[src/rtl/partsub_pkg.sv]
`default_nettype none
// ============================================================================
// partsub_pkg : shared types and constants for the serial partitioned subtractor
// Rev 1.0
// ============================================================================
package partsub_pkg;

    typedef enum logic [1:0] {
        IDLE = 2'd0,
        RUN  = 2'd1,
        DONE = 2'd2
    } partsub_state_t;

    localparam int unsigned PARTSUB_WIDTH = 64;
    localparam int unsigned PARTSUB_SLICE = 8;

    // Width of a counter that must hold 0..n-1 (at least one bit).
    function automatic int unsigned partsub_cnt_w(input int unsigned n);
        return (n <= 1) ? 1 : $clog2(n);
    endfunction

endpackage
`default_nettype wire

[src/rtl/serial_partsub_sub_slice.sv]
`default_nettype none
// ============================================================================
// sub_slice : combinational SLICE-bit subtract slice, {bout, d} = a - b - bin
// Rev 1.0
// ============================================================================
module sub_slice #(
    parameter int unsigned SLICE = 8
) (
    input  logic [SLICE-1:0] a_i,
    input  logic [SLICE-1:0] b_i,
    input  logic             bin_i,
    output logic [SLICE-1:0] d_o,
    output logic             bout_o
);

    logic [SLICE:0] w_diff;

    // One extra bit captures the borrow as the sign of the widened difference.
    assign w_diff = {1'b0, a_i} - {1'b0, b_i} - {{SLICE{1'b0}}, bin_i};
    assign d_o    = w_diff[SLICE-1:0];
    assign bout_o = w_diff[SLICE];

endmodule
`default_nettype wire

[src/rtl/serial_partsub.sv]
`default_nettype none
// ============================================================================
// serial_partsub : D = A - B - Bin, one SLICE-bit slice per clock, LSB first.
// Optional signed-overflow output Ovf when PARTSUB_OVF_EN is defined.
// Rev 1.0
// ============================================================================
module serial_partsub
    import partsub_pkg::*;
#(
    parameter int unsigned WIDTH = PARTSUB_WIDTH,
    parameter int unsigned SLICE = PARTSUB_SLICE
) (
    input  logic             clk,
    input  logic             rst_n,
    input  logic             in_valid,
    output logic             in_ready,
    input  logic [WIDTH-1:0] A,
    input  logic [WIDTH-1:0] B,
    input  logic             Bin,
    output logic             out_valid,
    input  logic             out_ready,
    output logic [WIDTH-1:0] D,
    output logic             Bout
`ifdef PARTSUB_OVF_EN
    ,
    output logic             Ovf
`endif
);

    localparam int unsigned NSLICE = WIDTH / SLICE;
    localparam int unsigned CW     = partsub_cnt_w(NSLICE);
    localparam logic [CW-1:0] LAST = CW'(NSLICE - 1);

    if ((WIDTH % SLICE) != 0 || NSLICE < 2) begin : g_bad_params
        $error("serial_partsub: WIDTH must be a multiple of SLICE with at least two slices");
    end

    partsub_state_t   state_q, state_d;
    logic [CW-1:0]    k_q, k_d;
    logic             borrow_q, borrow_d;
    logic             bout_q, bout_d;
    logic [WIDTH-1:0] a_q, a_d, b_q, b_d, d_q, d_d;

    logic [SLICE-1:0] w_a_slice, w_b_slice, w_slice_d;
    logic             w_slice_bout;
    logic             w_accept;

    assign w_accept = in_valid && in_ready;

    always_ff @(posedge clk or negedge rst_n) begin
        if (!rst_n) state_q <= IDLE;
        else        state_q <= state_d;
    end

    always_comb begin
        state_d = state_q;
        case (state_q)
            IDLE:    if (w_accept)     state_d = RUN;
            RUN:     if (k_q == LAST)  state_d = DONE;
            DONE:    if (out_ready)    state_d = IDLE;
            default:                   state_d = IDLE;
        endcase
    end

    always_comb begin
        in_ready  = (state_q == IDLE);
        out_valid = (state_q == DONE);
    end

    always_comb begin
        w_a_slice = '0;
        w_b_slice = '0;
        for (int unsigned i = 0; i < NSLICE; i++) begin
            if (k_q == CW'(i)) begin
                w_a_slice = a_q[i*SLICE +: SLICE];
                w_b_slice = b_q[i*SLICE +: SLICE];
            end
        end
    end

    sub_slice #(.SLICE(SLICE)) u_slice (
        .a_i    (w_a_slice),
        .b_i    (w_b_slice),
        .bin_i  (borrow_q),
        .d_o    (w_slice_d),
        .bout_o (w_slice_bout)
    );

    always_comb begin
        a_d      = a_q;
        b_d      = b_q;
        d_d      = d_q;
        k_d      = k_q;
        borrow_d = borrow_q;
        bout_d   = bout_q;
        case (state_q)
            IDLE: begin
                // Borrow-in seeds the chain register, so slice 0 sees it directly.
                if (w_accept) begin
                    a_d      = A;
                    b_d      = B;
                    borrow_d = Bin;
                    k_d      = '0;
                end
            end
            RUN: begin
                borrow_d = w_slice_bout;
                k_d      = (k_q == LAST) ? '0 : k_q + CW'(1);
                for (int unsigned i = 0; i < NSLICE; i++) begin
                    if (k_q == CW'(i)) d_d[i*SLICE +: SLICE] = w_slice_d;
                end
                if (k_q == LAST) bout_d = w_slice_bout;
            end
            default: ;
        endcase
    end

    always_ff @(posedge clk or negedge rst_n) begin
        if (!rst_n) begin
            a_q      <= '0;
            b_q      <= '0;
            d_q      <= '0;
            k_q      <= '0;
            borrow_q <= 1'b0;
            bout_q   <= 1'b0;
        end else begin
            a_q      <= a_d;
            b_q      <= b_d;
            d_q      <= d_d;
            k_q      <= k_d;
            borrow_q <= borrow_d;
            bout_q   <= bout_d;
        end
    end

    assign D    = d_q;
    assign Bout = bout_q;

`ifdef PARTSUB_OVF_EN
    assign Ovf = out_valid && (a_q[WIDTH-1] != b_q[WIDTH-1]) && (d_q[WIDTH-1] != a_q[WIDTH-1]);
`else
    // Overflow detection is not built in this configuration.
`endif

endmodule
`default_nettype wire
[config.mk]
export PLATFORM = sky130hd
export DESIGN_NAME = serial_partsub
export DESIGN_NICKNAME = d
export VERILOG_FILES = /design/src/rtl/partsub_pkg.sv /design/src/rtl/serial_partsub_sub_slice.sv /design/src/rtl/serial_partsub.sv
export SDC_FILE = /design/constraint.sdc
export NUM_CORES = 1
export LEC_CHECK = 0
export BUFFER_PORTS_ARGS = -buffer_cell sky130_fd_sc_hd__clkbuf_2
export CORE_ASPECT_RATIO = 0.7
export CORE_MARGIN = 2
export CORE_UTILIZATION = 40
export DETAILED_ROUTE_END_ITERATION = 8
export GPL_TIMING_DRIVEN = 0
export MAX_ROUTING_LAYER = met4
export PLACE_DENSITY = 0.73
export SLEW_MARGIN = 20
export SYNTH_ARGS = -nofsm -noshare
export SYNTH_HDL_FRONTEND = slang
export SYNTH_HIERARCHICAL = 1
export SYNTH_SLANG_ARGS = --single-unit
export TNS_END_PERCENT = 30
[constraint.sdc]
create_clock -name clk -period 5.5 [get_ports clk]
set_clock_uncertainty 0.2 [all_clocks]
set_input_delay 0.275 -clock clk [delete_from_list [all_inputs] [get_ports clk]]
set_output_delay 0.275 -clock clk [all_outputs]
set_load 0.02 [all_outputs]
==> impl_metrics.csv <==
group,metric,value,unit
cells_and_area,num-nets-final,1275,
setup_path,crit_type,"reg2reg",
synthesis,ys_types,51,
clock_network,clockBufferDepth,2,
floorplanning,die_w,191,um
drt,drtAntennaViolNets,0,
clock_network,worstSkewPairLatency,450,ps
drt,drtPass1Iterations,5,
drt,vias,7767,
setup_path,cp-end-kind,"register",
place,port_buffers,199,
synthesis,synthAdderAreaFrac,2.98,%
global_route,grt_pass1_wl,47300,um
floorplanning,initial_core_util,40.9,%
synthesis,syn-num-nets,923,
floorplanning,pin_count,200,
floorplanning,dieArea,25700,um^2
setup_path,critPathArrivalTime,5140,ps
global_route,grt_pass1_vias,7955,
clock_network,cts_tree,"yes",
run,max_cap_violations,0,
floorplanning,core,23800,um^2
timing,setup_viol,0,
global_route,antenna_found_initial,0,
clock_network,cts-root-buf,"clkbuf_16",
synthesis,synthSimpleGateAreaFrac,6.57,%
cells_and_area,layout-drive-gt1-share,42.4,%
place,dp_hpwl,21500,um
setup_path,cp_data_required_time,5630,ps
timing,fin_crit_sh,91.1,%
floorplanning,row_count,47,
timing,max-slew-margin-rel,33.3,%
timing,hold_violations,0,
drt,wl,31000,um
setup_path,critPathMaxFanout,10,
timing,slew_violations,0,
run_status,status,"completed",
drt,drt_iter0_markers,563,
synthesis,syn_area_per_cell,12.7,um^2
cells_and_area,fill_cells,1976,
synthesis,synth_top_family_by_area,"multiplexers",
synthesis,synth_ff_type,"dfrtp_1",
synthesis,synth_compound_area_share,11.3,%
cells_and_area,diodes,0,
synthesis,yosysSeqAreaShare,51.1,%
cells_and_area,multiInputGateArea,4260,um^2
floorplanning,die_h,135,um
timing,finalSetupTns,0,ps
synthesis,post_synth_xor_area_fraction,0.449,%
global_route,grt_max_degree,75,
clock_network,clkTransAtPathRegs,80,ps
synthesis,ys_warn_count,6,
synthesis,synth_area,9750,um^2
clock_network,cts_htree_levels,4,
setup_path,worstSetupStartpointType,"register",
global_route,gr-usage-all-layers,25.6,%
clock_network,numClockSinks,199,
synthesis,async_reset_ff_share,100,%
timing,fmaxAchievable,0.199,GHz
synthesis,synthMuxAreaShare,22.4,%
drt,drc,0,
global_route,grt-ovfl-total,0,
clock_network,cts_buffers,17,
drt,wl_per_cell,21.4,um
synthesis,synth-edff-count,0,
timing,grt_setup_unrepaired,"no",
timing,final.min_clock_period,5010,ps
synthesis,syn_inst,768,
timing,worst_pin_slew,993,ps
cells_and_area,final-seq-area,4980,um^2
cells_and_area,area_delta_synth_final,34.8,%
hold_path,min_path_type,"in2async",
drt,viasPerCell,5.35,
synthesis,yosys_register_bits,199,
place,gp_congestion,0.969,
[logic make-up (layout without fill, tap and decap cells)]
logic type | after synthesis | in the layout
mux | 179 | 179
flops | 199 | 199
simple gates | 103 | 103
xor+xnor | 5 | 5
buf+inv | 97 | 462
fa+ha+maj | 22 | 22
compound gates | 163 | 163
[critical path, stage by stage (launching register included)]
cell      delay [ps]
dfrtp_1          390
buf_6            140
clkinv_1         180
clkbuf_2         320
ha_1             220
buf_4            170
nor2b_1          350
buf_2            310
a21oi_1          100
a31oi_1          320
inv_1             90
ha_1             290
inv_1             40
ha_1             360
a21oi_2          270
nand2_1           90
a221oi_2         220
nand3b_1         390
mux2_2           420
[stage by stage]
stage	setup WS, ps	util, %	cell area [um^2]	hold slack, ps	instances
after floorplan	1500	-	9750	-221	768
after global placement	163	46.8	11100	279	1285
after global routing	210	55.2	13200	220	1451
after detailed placement	421	47.1	11200	97.0	1287
after CTS	395	55.2	13100	199	1451
final	487	55.2	13200	179	1451
[flip-flops by register name, indices dropped and copies added (netlist names)]
signal / cells
borrow_q: 1
a_q: 64
k_q: 3
Bout: 1
D: 64
b_q: 64
state_q: 2
[cell type report]
cell class / instances / area share (%)
Clock inverter: 14 / 1.44
Inverter: 44 / 1.26
Sequential cell: 199 / 37.9
Tap cell: 318 / 3.03
Buffer: 53 / 2.65
Timing Repair Buffer: 333 / 18.1
Multi-Input combinational cell: 472 / 32.4
Clock buffer: 18 / 3.26
[per-layer routing]
layer | up-vias | global-route usage (%) | part of all wire, %
met5 | - | - | 0
met4 | 0 | 4.57 | 0.89
met3 | 26 | 6.16 | 8.5
met2 | 343 | 37.9 | 45
met1 | 3916 | 36.1 | 46
li1 | 3482 | - | -
[cells in the final DEF, fill, tap and decap left out, types with 3 or more instances in the layout]
cell           instances
nand3_1                3
clkbuf_2             199
dfrtp_1              199
o32a_1                15
dlygate4sd3_1        132
xor2_1                 3
nor2b_1               17
inv_1                 43
nand2b_1               4
a31oi_1               19
o31ai_1                3
nand2_1               23
buf_2                 16
o21ai_0               18
nor2_1                 5
nand3b_1              17
clkinv_4               3
a221o_1               16
mux2_4                44
ha_1                  20
or2_2                 16
mux2_2               134
clkbuf_16             17
nand2_2                3
o22ai_1               16
clkbuf_1              15
inv_6                  4
clkinv_8               3
a22oi_1               16
buf_4                 10
a21oi_1               49
buf_6                  9
nand3_2                3
[Yosys cell counts (3+ instances only)]
master,count,area share (%)
a21oi_1,49,2.5
a221o_1,16,1.6
a22oi_1,16,1.2
a31oi_1,19,1.2
buf_2,16,0.82
buf_4,10,0.77
buf_6,9,1.0
clkbuf_1,15,0.58
dfrtp_1,199,51
ha_1,20,2.6
inv_1,43,1.7
mux2_2,134,15
mux2_4,44,6.8
nand2_1,23,0.89
nand2_2,3,0.19
nand2b_1,4,0.26
nand3_1,3,0.15
nand3_2,3,0.31
nand3b_1,17,1.3
nor2_1,5,0.19
nor2b_1,17,1.1
o21ai_0,18,0.92
o22ai_1,16,1.0
o31ai_1,3,0.23
o32a_1,15,1.5
or2_2,16,1.0
xor2_1,3,0.27
[path summary, 6_finish.rpt]
kind | startpoint | to | slack, ps | cells after the start
max in group asynchronous | rst_n | b_q[19]$_DFFE_PN0P_ | 4170 | 3
worst min-delay path | rst_n | a_q[50]$_DFFE_PN0P_ | 180 | 2
worst max-delay path | k_q[2]$_DFFE_PN0P_ | D[47]$_DFFE_PN0P_ | 490 | 18
min in group clk | a_q[48]$_DFFE_PN0P_ | a_q[48]$_DFFE_PN0P_ | 300 | 1
worst max register to register | k_q[2]$_DFFE_PN0P_ | D[47]$_DFFE_PN0P_ | 490 | 18
worst min register to register | a_q[48]$_DFFE_PN0P_ | a_q[48]$_DFFE_PN0P_ | 300 | 1
[repair_timing]
action	4_1_cts	5_1_grt
hold buffers	132	0
setup endpoints to repair	0	5
setup buffers	0	0
gates resized for setup	0	2
endpoints found under the hold margin	190	0
Power is left out: the tool's default activity adds up to more than one toggle a clock period on the data nets, which glitch-free logic cannot reach.
